$ cat src/rtl/uart_pkg.sv
// uart_pkg -- shared types and constants for the UART frame receiver.
//   byte_t / idx_t / len_t / csum_t : data, payload index, length and checksum widths
//   state_t                         : frame controller state encodings
//   SYNC_BYTE_DEF                   : default frame start marker
//   sat_inc8()                      : 8-bit saturating increment
package uart_pkg;

   localparam int IDX_W  = 4;
   localparam int LEN_W  = 5;
   localparam int CSUM_W = 8;

   localparam logic [7:0] SYNC_BYTE_DEF = 8'hA5;

   typedef logic [7:0]        byte_t;
   typedef logic [IDX_W-1:0]  idx_t;
   typedef logic [LEN_W-1:0]  len_t;
   typedef logic [CSUM_W-1:0] csum_t;

   typedef enum logic [2:0] {
      ST_IDLE    = 3'd0,
      ST_LEN     = 3'd1,
      ST_PAYLOAD = 3'd2,
      ST_CSUM    = 3'd3,
      ST_DONE    = 3'd4
   } state_t;

   function automatic byte_t sat_inc8(input byte_t v);
      return (v == 8'hFF) ? v : v + 8'd1;
   endfunction

endpackage

$ cat src/rtl/uart_rx_frame_ctrl_if.sv
// uart_rx_frame_ctrl_if -- groups the receiver handshake, frame read-out and
// status signals of the frame controller.
//   receiver side : rx_data, rx_valid (to ctrl), rx_clear (from ctrl)
//   consumer side : frame_valid, frame_len, frame_rd_data (from ctrl),
//                   frame_rd_addr, frame_ack (to ctrl)
//   status        : err_csum, err_len, err_timeout, drop_cnt (from ctrl)
// slave  = controller view, master = environment view.
interface uart_rx_frame_ctrl_if;
   import uart_pkg::*;

   byte_t rx_data;
   logic  rx_valid;
   logic  rx_clear;
   logic  frame_valid;
   len_t  frame_len;
   idx_t  frame_rd_addr;
   byte_t frame_rd_data;
   logic  frame_ack;
   logic  err_csum;
   logic  err_len;
   logic  err_timeout;
   byte_t drop_cnt;

   modport slave (
      input  rx_data, rx_valid, frame_rd_addr, frame_ack,
      output rx_clear, frame_valid, frame_len, frame_rd_data,
             err_csum, err_len, err_timeout, drop_cnt
   );

   modport master (
      output rx_data, rx_valid, frame_rd_addr, frame_ack,
      input  rx_clear, frame_valid, frame_len, frame_rd_data,
             err_csum, err_len, err_timeout, drop_cnt
   );

endinterface

$ cat src/rtl/uart_frame_buf.sv
// uart_frame_buf -- payload store, MAX_LEN x 8 registers.
//   clk_i   : clock
//   we_i    : write enable
//   waddr_i : write index, writes outside 0..MAX_LEN-1 are ignored
//   wdata_i : write data
//   raddr_i : read index, combinational read; out-of-range reads return 0
//   rdata_o : read data
module uart_frame_buf
   import uart_pkg::*;
#(
   parameter int MAX_LEN = 16
)(
   input  logic  clk_i,
   input  logic  we_i,
   input  idx_t  waddr_i,
   input  byte_t wdata_i,
   input  idx_t  raddr_i,
   output byte_t rdata_o
);

   byte_t mem_q [MAX_LEN];

   // Contents carry no reset: a frame is only exposed after all of its
   // bytes have been written.
   for (genvar i = 0; i < MAX_LEN; i++) begin : g_entry
      always_ff @(posedge clk_i) begin
         if (we_i && (waddr_i == idx_t'(i))) begin
            mem_q[i] <= wdata_i;
         end
      end
   end

   always_comb begin
      rdata_o = '0;
      for (int i = 0; i < MAX_LEN; i++) begin
         if (raddr_i == idx_t'(i)) begin
            rdata_o = mem_q[i];
         end
      end
   end

endmodule

$ cat src/rtl/uart_rx_frame_ctrl.sv
// uart_rx_frame_ctrl -- assembles SYNC | LEN | PAYLOAD[LEN] | CSUM frames
// from a byte-wide UART receiver and holds a good frame until released.
//   clk : system clock, rising edge
//   rst : synchronous active-low reset
//   bus : uart_rx_frame_ctrl_if.slave (receiver handshake, frame read-out,
//         error pulses, drop counter)
//
// state   | meaning
// --------+-------------------------------------------------------------
// IDLE    | hunting for SYNC_BYTE, other bytes dropped
// LEN     | waiting for length byte (1..MAX_LEN)
// PAYLOAD | storing payload bytes, accumulating checksum
// CSUM    | waiting for checksum byte; sum of len+payload+csum must be 0
// DONE    | good frame held, receiver back-pressured until frame_ack
module uart_rx_frame_ctrl
   import uart_pkg::*;
#(
   parameter int         CLOCK_FREQ    = 38400000,
   parameter int         BAUD_RATE     = 9600,
   parameter int         MAX_LEN       = 16,
   parameter logic [7:0] SYNC_BYTE     = SYNC_BYTE_DEF,
   parameter int         TIMEOUT_BYTES = 4
)(
   input logic           clk,
   input logic           rst,
   uart_rx_frame_ctrl_if.slave bus
);

   localparam int TIMEOUT_CYCLES = (CLOCK_FREQ / BAUD_RATE) * 10 * TIMEOUT_BYTES;
   localparam int TMO_W          = (TIMEOUT_CYCLES > 1) ? $clog2(TIMEOUT_CYCLES) : 1;
   localparam logic [TMO_W-1:0] TMO_LAST = TMO_W'(TIMEOUT_CYCLES - 1);

   state_t           state_q, state_d;
   logic             rx_clear_q;
   len_t             frame_len_q, frame_len_d;
   len_t             idx_q, idx_d;
   csum_t            csum_q, csum_d;
   byte_t            drop_q, drop_d;
   logic [TMO_W-1:0] tmo_q, tmo_d;
   logic             err_csum_q, err_csum_d;
   logic             err_len_q, err_len_d;
   logic             err_tmo_q, err_tmo_d;

   logic             accept;
   logic             tmo_hit;
   logic             buf_we;
   csum_t            csum_sum;
   byte_t            rd_data;

   // The cycle after an accept has rx_clear high while the receiver is still
   // showing the old byte, so it must not be taken twice.
   assign accept  = bus.rx_valid && !rx_clear_q && (state_q != ST_DONE);
   // An accepted byte always wins over an expiring timer.
   assign tmo_hit = (tmo_q == TMO_LAST) && !accept;

   always_ff @(posedge clk) begin
      if (!rst) begin
         state_q     <= ST_IDLE;
         rx_clear_q  <= 1'b0;
         frame_len_q <= '0;
         idx_q       <= '0;
         csum_q      <= '0;
         drop_q      <= '0;
         tmo_q       <= '0;
         err_csum_q  <= 1'b0;
         err_len_q   <= 1'b0;
         err_tmo_q   <= 1'b0;
      end else begin
         state_q     <= state_d;
         rx_clear_q  <= accept;
         frame_len_q <= frame_len_d;
         idx_q       <= idx_d;
         csum_q      <= csum_d;
         drop_q      <= drop_d;
         tmo_q       <= tmo_d;
         err_csum_q  <= err_csum_d;
         err_len_q   <= err_len_d;
         err_tmo_q   <= err_tmo_d;
      end
   end

   always_comb begin
      state_d     = state_q;
      frame_len_d = frame_len_q;
      idx_d       = idx_q;
      csum_d      = csum_q;
      drop_d      = drop_q;
      tmo_d       = tmo_q;
      err_csum_d  = 1'b0;
      err_len_d   = 1'b0;
      err_tmo_d   = 1'b0;
      buf_we      = 1'b0;
      csum_sum    = csum_q + csum_t'(bus.rx_data);

      unique case (state_q)
         ST_IDLE: begin
            tmo_d = '0;
            if (accept) begin
               if (bus.rx_data == SYNC_BYTE) begin
                  state_d = ST_LEN;
               end else begin
                  drop_d = sat_inc8(drop_q);
               end
            end
         end

         ST_LEN: begin
            if (accept) begin
               tmo_d = '0;
               if ((bus.rx_data != 8'd0) && (bus.rx_data <= 8'(MAX_LEN))) begin
                  frame_len_d = bus.rx_data[LEN_W-1:0];
                  csum_d      = bus.rx_data;
                  idx_d       = '0;
                  state_d     = ST_PAYLOAD;
               end else begin
                  err_len_d = 1'b1;
                  drop_d    = sat_inc8(drop_q);
                  state_d   = ST_IDLE;
               end
            end else if (tmo_hit) begin
               err_tmo_d = 1'b1;
               tmo_d     = '0;
               state_d   = ST_IDLE;
            end else begin
               tmo_d = tmo_q + 1'b1;
            end
         end

         ST_PAYLOAD: begin
            if (accept) begin
               tmo_d  = '0;
               buf_we = 1'b1;
               csum_d = csum_sum;
               idx_d  = idx_q + 5'd1;
               if ((idx_q + 5'd1) == frame_len_q) begin
                  state_d = ST_CSUM;
               end
            end else if (tmo_hit) begin
               err_tmo_d = 1'b1;
               tmo_d     = '0;
               state_d   = ST_IDLE;
            end else begin
               tmo_d = tmo_q + 1'b1;
            end
         end

         ST_CSUM: begin
            if (accept) begin
               tmo_d = '0;
               if (csum_sum == '0) begin
                  state_d = ST_DONE;
               end else begin
                  err_csum_d = 1'b1;
                  state_d    = ST_IDLE;
               end
            end else if (tmo_hit) begin
               err_tmo_d = 1'b1;
               tmo_d     = '0;
               state_d   = ST_IDLE;
            end else begin
               tmo_d = tmo_q + 1'b1;
            end
         end

         ST_DONE: begin
            tmo_d = '0;
            if (bus.frame_ack) begin
               state_d = ST_IDLE;
            end
         end

         default: begin
            state_d = ST_IDLE;
            tmo_d   = '0;
         end
      endcase
   end

   uart_frame_buf #(
      .MAX_LEN (MAX_LEN)
   ) u_buf (
      .clk_i   (clk),
      .we_i    (buf_we),
      .waddr_i (idx_q[IDX_W-1:0]),
      .wdata_i (bus.rx_data),
      .raddr_i (bus.frame_rd_addr),
      .rdata_o (rd_data)
   );

   assign bus.rx_clear      = rx_clear_q;
   assign bus.frame_valid   = (state_q == ST_DONE);
   assign bus.frame_len     = frame_len_q;
   assign bus.frame_rd_data = rd_data;
   assign bus.err_csum      = err_csum_q;
   assign bus.err_len       = err_len_q;
   assign bus.err_timeout   = err_tmo_q;
   assign bus.drop_cnt      = drop_q;

endmodule
$ cat src/flat_wrapper.sv
// flat-port wrapper written by rule: the top's interface ports become plain ports
module uart_rx_frame_ctrl_flat import uart_pkg::*;
#(
   parameter int         CLOCK_FREQ    = 38400000,
   parameter int         BAUD_RATE     = 9600,
   parameter int         MAX_LEN       = 16,
   parameter logic [7:0] SYNC_BYTE     = SYNC_BYTE_DEF,
   parameter int         TIMEOUT_BYTES = 4
)
  (clk, rst, bus_rx_data, bus_rx_valid, bus_frame_rd_addr, bus_frame_ack, bus_rx_clear, bus_frame_valid, bus_frame_len, bus_frame_rd_data, bus_err_csum, bus_err_len, bus_err_timeout, bus_drop_cnt);
  uart_rx_frame_ctrl_if bus_i ();
  input logic clk;
  input logic rst;
  input wire logic [$bits(bus_i.rx_data)-1:0] bus_rx_data;
  input wire logic [$bits(bus_i.rx_valid)-1:0] bus_rx_valid;
  input wire logic [$bits(bus_i.frame_rd_addr)-1:0] bus_frame_rd_addr;
  input wire logic [$bits(bus_i.frame_ack)-1:0] bus_frame_ack;
  output wire logic [$bits(bus_i.rx_clear)-1:0] bus_rx_clear;
  output wire logic [$bits(bus_i.frame_valid)-1:0] bus_frame_valid;
  output wire logic [$bits(bus_i.frame_len)-1:0] bus_frame_len;
  output wire logic [$bits(bus_i.frame_rd_data)-1:0] bus_frame_rd_data;
  output wire logic [$bits(bus_i.err_csum)-1:0] bus_err_csum;
  output wire logic [$bits(bus_i.err_len)-1:0] bus_err_len;
  output wire logic [$bits(bus_i.err_timeout)-1:0] bus_err_timeout;
  output wire logic [$bits(bus_i.drop_cnt)-1:0] bus_drop_cnt;
  assign bus_i.rx_data = bus_rx_data;
  assign bus_i.rx_valid = bus_rx_valid;
  assign bus_i.frame_rd_addr = bus_frame_rd_addr;
  assign bus_i.frame_ack = bus_frame_ack;
  assign bus_rx_clear = bus_i.rx_clear;
  assign bus_frame_valid = bus_i.frame_valid;
  assign bus_frame_len = bus_i.frame_len;
  assign bus_frame_rd_data = bus_i.frame_rd_data;
  assign bus_err_csum = bus_i.err_csum;
  assign bus_err_len = bus_i.err_len;
  assign bus_err_timeout = bus_i.err_timeout;
  assign bus_drop_cnt = bus_i.drop_cnt;
  uart_rx_frame_ctrl #(.CLOCK_FREQ(CLOCK_FREQ), .BAUD_RATE(BAUD_RATE), .MAX_LEN(MAX_LEN), .SYNC_BYTE(SYNC_BYTE), .TIMEOUT_BYTES(TIMEOUT_BYTES)) u_core (.clk(clk), .rst(rst), .bus(bus_i));
endmodule
$ cat config.mk
export PLATFORM = sky130hd
export DESIGN_NAME = uart_rx_frame_ctrl_flat
export DESIGN_NICKNAME = d
export VERILOG_FILES = /design/src/rtl/uart_pkg.sv /design/src/rtl/uart_rx_frame_ctrl_if.sv /design/src/rtl/uart_frame_buf.sv /design/src/rtl/uart_rx_frame_ctrl.sv /design/src/flat_wrapper.sv
export SDC_FILE = /design/constraint.sdc
export NUM_CORES = 1
export LEC_CHECK = 0
export CELL_PAD_IN_SITES_DETAIL_PLACEMENT = 1
export CELL_PAD_IN_SITES_GLOBAL_PLACEMENT = 1
export CORE_ASPECT_RATIO = 0.7
export CORE_UTILIZATION = 25
export CTS_CLUSTER_DIAMETER = 60
export DETAILED_ROUTE_END_ITERATION = 16
export GPL_TIMING_DRIVEN = 1
export HOLD_SLACK_MARGIN = 0.15
export MAX_ROUTING_LAYER = met4
export PLACE_DENSITY = 0.56
export SLEW_MARGIN = 0
export SYNTH_ARGS = -nofsm -noshare
export SYNTH_HDL_FRONTEND = slang
export SYNTH_HIERARCHICAL = 1
export SYNTH_SLANG_ARGS = --single-unit
$ cat constraint.sdc
create_clock -name clk -period 8 [get_ports clk]
set_clock_uncertainty 0.05 [all_clocks]
set_input_delay 1.6 -clock clk [delete_from_list [all_inputs] [get_ports clk]]
set_output_delay 1.6 -clock clk [all_outputs]
set_load 0.01 [all_outputs]
* Yosys cells after proc, flatten, opt, wreduce, memory -nomap -nowiden
Memory sizes are Yosys's and may differ from the RTL's.
Index checks and enable logic that the tools add are counted.
** Storage, ports and cells
- Register bits :: 51
- Latch bits :: 0
- Memory bits (writable) :: 128
- Bits in read-only memories :: 0
- Bits of input ports :: 16
- Output and inout port bits :: 26
- Word-level logic and storage cells :: 242
- Memories kept :: 1
** Memory list
- u_core.u_buf.mem_q :: words 16, bits a word 8, rd ports 16, clocked after memory_dff 0, write ports 1, line uart_frame_buf.sv:21 : byte_t mem_q [MAX_LEN];
** Cells by class
- $add $sub $neg :: 4
- $mul :: 0
- Divide/modulo/power cells :: 0
- $lt $le $gt $ge :: 1
- Eq/ne operators :: 48
- Shift-type cells :: 0
- Mux-type cells :: 123
- Bitwise gates (word level) :: 2
- Reductions and logical operators :: 53
** Operators with widths (number)
- $mux 8 :: 39
- $reduce_or 8->1 :: 15
- $eq 4x4->1 const B :: 16
- $mux 4 :: 15
- $mux 1 :: 52
- $eq 4x3->1 const B :: 8
- $pmux 8 s2 :: 2
- $mux 3 :: 9
- $logic_and 1x1->1 :: 20
- $add 18x1->18 const B :: 1
- $eq 18x18->1 const B :: 1
- $eq 4x2->1 const B :: 4
- $eq 8x8->1 const B :: 2
- $mux 5 :: 3
- $pmux 3 s5 :: 1
- $ne 2x1->1 const B :: 5
- $pmux 5 s2 :: 1
- $reduce_and 3->1 :: 3
- $add 8x1->8 const B :: 1
- $add 8x8->8 :: 1
- $eq 4x1->1 const B :: 2
- $le 8x5->1 const B :: 1
- $logic_not 4->1 :: 2
- $logic_not 8->1 :: 1
- other kinds (17) :: 26

* Longest topological paths before layout
Gate-level depths: netlist (run 1).
- Depth in word-level cells :: 24
- Gate-level depth with buffers :: 9
- Depth with buffers taken out :: 9

* By module
Netlist (run 1), hierarchy kept.
** Modules (own cells, without submodules)
- uart_frame_buf :: instances 1, cells an instance 368, area an instance 5474.0 sq um, sequential area each 3843.7 sq um
- uart_rx_frame_ctrl :: instances 1, cells an instance 317, area an instance 2668.8 sq um, sequential area each 1021.0 sq um

* Worst setup path before layout (run 1)
OpenSTA, ideal clock, no wires.
- Path kind :: input to output
- From :: input port bus_frame_rd_addr[2]
- To :: output port bus_frame_rd_data[1]
- Data arrival time :: 2786 ps
- Required time :: 6350 ps
- Slack :: 3564 ps
- Cell stages on the path :: 6
- Buffers on the path :: 1
- Cells stage by stage :: buf_4 -> or3b_1 -> a21oi_1 -> a31oi_1 -> o221a_1 -> a211oi_2
** On the way
- Word-level cells in the longest chain between the ends :: 17
- Elaborated cells on any way between the ends :: 32
- Those cells by class :: eq/ne (15); mux (16); reduce/logical (1)
** RTL lines
- start: declaration :: line flat_wrapper.sv:16 : input wire logic [$bits(bus_i.frame_rd_addr)-1:0] bus_frame_rd_addr;
- $logic_not 4->1 :: line uart_frame_buf.sv:36 : if (raddr_i == idx_t'(i)) begin
- $mux 8 (15 in series) :: line uart_frame_buf.sv:36
- $mux 8 * :: line uart_frame_buf.sv:36
- end: declaration :: line flat_wrapper.sv:21 : output wire logic [$bits(bus_i.frame_rd_data)-1:0] bus_frame_rd_data;
Mark *: on every way between the ends. The rest lies on a longest branch, timed or not.

* Final worst setup path (run 1)
Same ends and word-level chain as after synthesis.

==> metrics.cfg, run 1 <==
[timing]
max_freq_ghz = 0.155
post-route-period-util_pct = 80.7
rsz0062_at_grt = no
finalSetupTns_ps = 0
layout_setup_ws_ps = 1550
slew_headroom_pct = 17.1
finalHoldViolCount = 0
finalSetupViolCount = 0
maxSlewViolCount = 0
tightestPinTransition_ps = 1240
timing.final.crit_period_ps = 6450

[grt]
grt_pass1_wl_mm = 34.8
overflow = 0
grt_max_degree = 38
antenna_found_initial = 1
grt_pass1_vias = 5636
track_usage_pct = 14.4

[final_layout]
fin_nets = 756
drive_gt1_share_pct = 8.89
area_growth_pct = 17.3

[routing]
viasPerCell = 4.83
first_iter_violations = 422
antenna_left = 0
wirelength_mm = 22.5
remaining_drc_errors = 0
routedWlPerCell_um = 19.3
drt-pass1-iter-count = 5
vias = 5618

[setup_path]
r2r-start = u_core/state_q[2]
cp-startpoint = bus_frame_rd_addr[2]
crit_path_end_kind = primary output
cp.arrival_ps = 4800
required_ps = 6350
worstSetupPathType = primary input to primary output
startpoint_type = primary input
crit_fanout = 24

[die]
io_pins = 42
dieHeight_um = 153
start_util_pct = 25.8
rows = 54
die_area_um2 = 33300
die_w_um = 218
coreArea_um2 = 31600

[synth]
syn_nets = 712
synth-edff-count = 128
synth_ff_type = edfxtp_1
synth_area_um2 = 8140
ys_types = 73
yosysSeqAreaShare_pct = 59.7
synthCells = 685
yosys_warnings = 6
ys_async_sr_fraction_pct = 0
syn_area_per_cell_um2 = 11.9
synth_seq_cells = 179

[pwr]
powerDensity_nw_per_um2 = 204
peakVddDrop_mv = 0.137
p_sw_mw = 0.469
clkPwrFrac_pct = 42.2
p_int_mw = 1.48
combPwrFrac_pct = 6.7
power.static_leakage_nw = 3.13
power_mw = 1.94
seq_power_share_pct = 51.1
swShare_pct = 24.1

[clock_network]
postCtsHoldBufs = 0
insertion_delay_ps = 450
cts-buffers-inserted = 17
clk_pin_slew_ps = 70
clock-root-buffer = clkbuf_16
clock-sinks = 179
post-cts-setup-buffer-count = 0
h-tree-depth = 4
cts_resized = 0
clk_path_buf_depth = 2
cts_tree = done

[min_path]
worst_hold_startpoint = u_core/csum_q[6]
worst_hold_path_type = register to register

[place]
post-place-ws_ps = 1540
io_buffer_count = 41
dp_hpwl_mm = 15.0
globalplace.congestion = 0.806

[status]
status = completed

[run]
maxCapViolations = 0

-- worst paths after layout --
path	end	slack, ps	depth (start not counted)
worst max-delay path	bus_frame_rd_data[1]	1550	8
worst min-delay path	u_core/csum_q[6]	420	2
worst max register to register	u_core/u_buf/mem_q[0][13]	4990	6
worst min register to register	u_core/csum_q[6]	420	2
-- cell usage after synthesis, types with 6 or more instances --
| library cell | instances | area share (%) |
|---|---|---|
| edfxtp_1 | 128 | 47 |
| nor2_1 | 76 | 3.5 |
| dfxtp_1 | 51 | 13 |
| nand2_1 | 49 | 2.3 |
| a21oi_1 | 32 | 2.0 |
| mux2i_1 | 26 | 3.2 |
| o21ai_0 | 23 | 1.4 |
| nand3_1 | 22 | 1.4 |
| nor3_1 | 20 | 1.2 |
| xor2_1 | 18 | 1.9 |
| xnor2_1 | 17 | 1.8 |
| nand2b_1 | 16 | 1.2 |
| buf_2 | 12 | 0.74 |
| a31oi_1 | 11 | 0.85 |
| inv_1 | 11 | 0.51 |
| ha_1 | 10 | 1.5 |
| or3_1 | 9 | 0.69 |
| nand4_1 | 8 | 0.61 |
| nor2b_1 | 8 | 0.61 |
| o211ai_1 | 8 | 0.74 |
| nand3b_1 | 7 | 0.65 |
| o22ai_1 | 7 | 0.54 |
| a21o_1 | 6 | 0.55 |
| clkbuf_1 | 6 | 0.28 |
-- worst max-delay path: stages --
cell and delay [ps]:
clkdlybuf4s50_1 1100, buf_4 300, or3b_1 400, a21oi_1 140, a31oi_1 60, o221a_1 270, a211oi_2 320, clkdlybuf4s50_1 600
-- through the flow --
stage | utilization [%] | cells | area, um2 | hold slack [ps]
after global placement | 28.4 | 1130 | 8990 | 398
after CTS | 30.2 | 1162 | 9550 | 419
after floorplan | - | 685 | 8140 | 380
after global routing | 30.2 | 1162 | 9550 | 442
after detailed placement | 28.4 | 1130 | 8990 | 409
final | 30.2 | 1163 | 9550 | 415
-- final cells by class --
class,instances,area (um2)
Tap cell,420,526
Sequential cell,179,4860
Fill cell,3538,22100
Clock buffer,18,429
Clock inverter,14,128
Timing Repair Buffer,54,498
Inverter,13,48.8
Multi-Input combinational cell,464,3050
Antenna cell,1,2.50
-- placed cells by master (no fill, tap or decap), types with 4 or more instances in the layout --
master and n:
nor3_1 19, nor2_1 76, and2_1 5, nand2b_1 16, and3_1 4, edfxtp_1 128, mux2i_1 26, ha_1 10
xor2_1 18, a31oi_1 11, nand3_1 22, dfxtp_1 51, nand2_1 49, clkinv_1 4, a21o_1 6, o22ai_1 7
o221ai_1 5, o211ai_1 8, xnor2_1 17, or3_1 9, a211oi_1 5, nor4_1 5, nand4_1 8, nor2b_1 8
clkbuf_16 17, inv_6 4, mux4_2 5, inv_1 11, o21ai_0 23, clkdlybuf4s50_1 39, o21a_1 4, a21oi_1 32
buf_4 13, nand3b_1 7
-- sequential cells by signal, summed over array words and instances, names as in the netlist, 3 cells and up --
name / count
u_core/u_buf/mem_q: 128
u_core/state_q: 3
u_core/bus.frame_len: 5
u_core/csum_q: 8
u_core/tmo_q: 18
u_core/idx_q: 5
u_core/bus.drop_cnt: 8
-- cells by family after synthesis --
kind of cell / synth area share [%]
and+or+nand+nor: 15.9
DFF: 59.7
adders and majority gates: 1.78
muxes: 5.36
buffers and inverters: 2.83
xor gates and xnor gates: 3.76
AOI/OAI and AO/OA: 10.6
-- layer usage --
metal | vias up | part of all wire (%) | track usage, %
met3 | 15 | 4.4 | 3.74
met1 | 2850 | 54 | 21.0
met2 | 95 | 41 | 19.3
met5 | - | 0 | -
li1 | 2658 | - | -
met4 | 0 | 1.1 | 4.23
-- power by group through the flow --
stage                     clock (mW)  combinational (mW)  sequential, mW
after floorplan                    0              0.0718            1.01
after global placement             0               0.132            1.01
after detailed placement           0               0.132            1.01
after CTS                      0.850               0.133           0.993
after global routing           0.885               0.142           0.993
final                          0.819               0.131           0.994
Power figures use the tool's default switching activity.
==> inputs of run 2 (changes only) <==
PLACE_DENSITY = 0.58   (was 0.56)
clock period = 5.69 ns   (was 8 ns; I/O delays follow)
==> metrics.cfg, run 2 (same netlist as run 1, synthesis figures left out) <==
[status]
status = completed

[grt]
grt_pass1_vias = 5654  ; +0.32%
met1_usage_pct = 21.7  ; +0.77 points
met2_usage_pct = 18.7  ; -0.59 points
grt.busiest_layer = met1
track_usage_pct = 14.6  ; +0.14 points
overflow = 0  ; unchanged
grt_pass1_wl_mm = 35.0  ; +0.44%
grt_max_degree = 39  ; +2.6%
use_met3_pct = 4.20  ; +0.46 points
antenna_found_initial = 0  ; -1

[clock_network]
insertion_delay_ps = 450  ; about the same
clk_pin_slew_ps = 70  ; about the same
clk_path_buf_depth = 2  ; unchanged
cts-buffers-inserted = 17  ; unchanged
post-cts-setup-buffer-count = 0  ; unchanged
cts_tree = done
postCtsHoldBufs = 0  ; unchanged
cts_resized = 0  ; unchanged
clock-sinks = 179  ; unchanged
h-tree-depth = 4  ; unchanged
clock-root-buffer = clkbuf_16

[setup_path]
cp.arrival_ps = 3950  ; -850 ps
crit_fanout = 14  ; -42%
cp_num_cells = 8  ; unchanged
slowest_delay_ps = 610  ; -490 ps
worstSetupPathType = primary input to primary output
crit_buf_inv = 3  ; unchanged
cp_slowest_cell = clkdlybuf4s50_1
startpoint_type = primary input
rr_worst_depth = 6  ; unchanged
crit_chain = clkdlybuf4s50_1 -> buf_4 -> nand2b_1 -> o21ai_0 -> a21oi_1 -> o21ai_0 -> a211oi_2 -> clkdlybuf4s50_1
cp_top_family = buffers and inverters
required_ps = 4500  ; -1850 ps
rrSetupSlack_ps = 2640  ; -2350 ps
crit_path_end_kind = primary output

[final_layout]
final_common_cell = edfxtp_1
largest_reg_flops = 128  ; unchanged
fin_cells = 1170  ; +0.60%
top_regs = u_core/u_buf/mem_q x128, u_core/tmo_q x18
regMostFlops = u_core/u_buf/mem_q
fin_nets = 763  ; +0.93%
area_growth_pct = 18.3
drive_gt1_share_pct = 10.0  ; +1.1 points
most-common-layout-cells = 128 x edfxtp_1, 76 x nor2_1, 51 x dfxtp_1

[timing]
post-route-period-util_pct = 90.3
finalSetupTns_ps = 0  ; unchanged
slew_headroom_pct = 21.7  ; +4.5 points
maxSlewViolCount = 0  ; unchanged
holdWs_ps = 415  ; -0.504 ps
tightestPinTransition_ps = 1170  ; -67.5 ps
finalSetupViolCount = 0  ; unchanged
max_freq_ghz = 0.195
timing.final.crit_period_ps = 5140
rsz0062_at_grt = no
finalHoldViolCount = 0  ; unchanged

[pwr]
powerDensity_nw_per_um2 = 287  ; +41%
power.static_leakage_nw = 3.18  ; +1.8%
clkPwrFrac_pct = 42.6  ; +0.4 points
combPwrFrac_pct = 6.9  ; +0.2 points
p_sw_mw = 0.650  ; +39%
p_int_mw = 2.12  ; +44%
peakVddDrop_mv = 0.183  ; +34%
swShare_pct = 23.5  ; -0.65 points
seq_power_share_pct = 50.5  ; -0.6 points

[routing]
antenna_left = 0  ; unchanged
viasPerCell = 4.80  ; -0.69%
vias = 5613  ; -0.089%
drt-pass1-iter-count = 5  ; unchanged
remaining_drc_errors = 0  ; unchanged
routedWlPerCell_um = 19.2  ; -0.38%
first_iter_violations = 372  ; -12%
wirelength_mm = 22.5  ; +0.22%

[die]
die_area_um2 = 33300  ; unchanged
io_pins = 42  ; unchanged
rows = 54  ; unchanged
dieHeight_um = 153  ; unchanged
coreArea_um2 = 31600  ; unchanged
start_util_pct = 25.8  ; unchanged
die_w_um = 218  ; unchanged

[run]
maxCapViolations = 0  ; unchanged

[place]
place_inst = 1137  ; +0.62%
dp_hpwl_mm = 15.6  ; +3.8%
globalplace.congestion = 0.800  ; -0.79%
io_buffer_count = 41  ; unchanged

[min_path]
whs_path_depth = 2  ; unchanged
worst_hold_path_type = register to register

-- run 2: cell count changes in the layout (fill, tap and decap cells not counted) --
cell and change:
buf_4 +6, clkinv_2 +3, buf_12 +1, bufinv_16 +1, clkbuf_1 -1, clkinv_1 -1, clkinvlp_4 -1, inv_6 -1
-- run 2: worst min-delay path, stage by stage (launching register included) --
cell     delay, ps
dfxtp_1        320
nand2_1         50
a21oi_1         50
-- run 2: final cells by class --
class / count / area [um2]
Fill cell: 3527 / 22000
Sequential cell: 179 / 4860
Multi-Input combinational cell: 464 / 3050
Timing Repair Buffer: 61 / 563
Tap cell: 420 / 526
Clock buffer: 17 / 425
Clock inverter: 15 / 153
Inverter: 13 / 48.8
Antenna cell: 1 / 2.50
-- run 2: power by group through the flow --
| stage | clock network, mW | logic (mW) | registers, mW |
|---|---|---|---|
| after global placement | 0 | 0.191 | 1.43 |
| final | 1.18 | 0.191 | 1.40 |
| after detailed placement | 0 | 0.191 | 1.43 |
| after floorplan | 0 | 0.101 | 1.43 |
| after CTS | 1.22 | 0.193 | 1.40 |
| after global routing | 1.27 | 0.208 | 1.40 |
-- run 2: path summary, 6_finish.rpt --
path / start / endpoint
worst min-delay path: u_core/csum_q[6] / u_core/csum_q[6]
worst max-delay path: bus_frame_rd_addr[2] / bus_frame_rd_data[1]
worst max register to register: u_core/state_q[2] / u_core/u_buf/mem_q[0][5]
worst min register to register: u_core/csum_q[6] / u_core/csum_q[6]
-- run 2: through the flow --
step / setup slack [ps] / total power [mW] / cell area, um2 / utilization [%]
floorplan: 2180 / 1.53 / 8140 / -
global placement: 700 / 1.62 / 9050 / 28.6
detailed placement: 626 / 1.62 / 9050 / 28.6
CTS: 606 / 2.81 / 9630 / 30.5
global route: 456 / 2.87 / 9630 / 30.5
finish: 554 / 2.77 / 9640 / 30.5
-- run 2: routing by layer --
layer	part of all wire, %	vias up
met2	40	111
met3	5.1	17
li1	-	2663
met4	1.1	0
met5	0	-
met1	53	2822
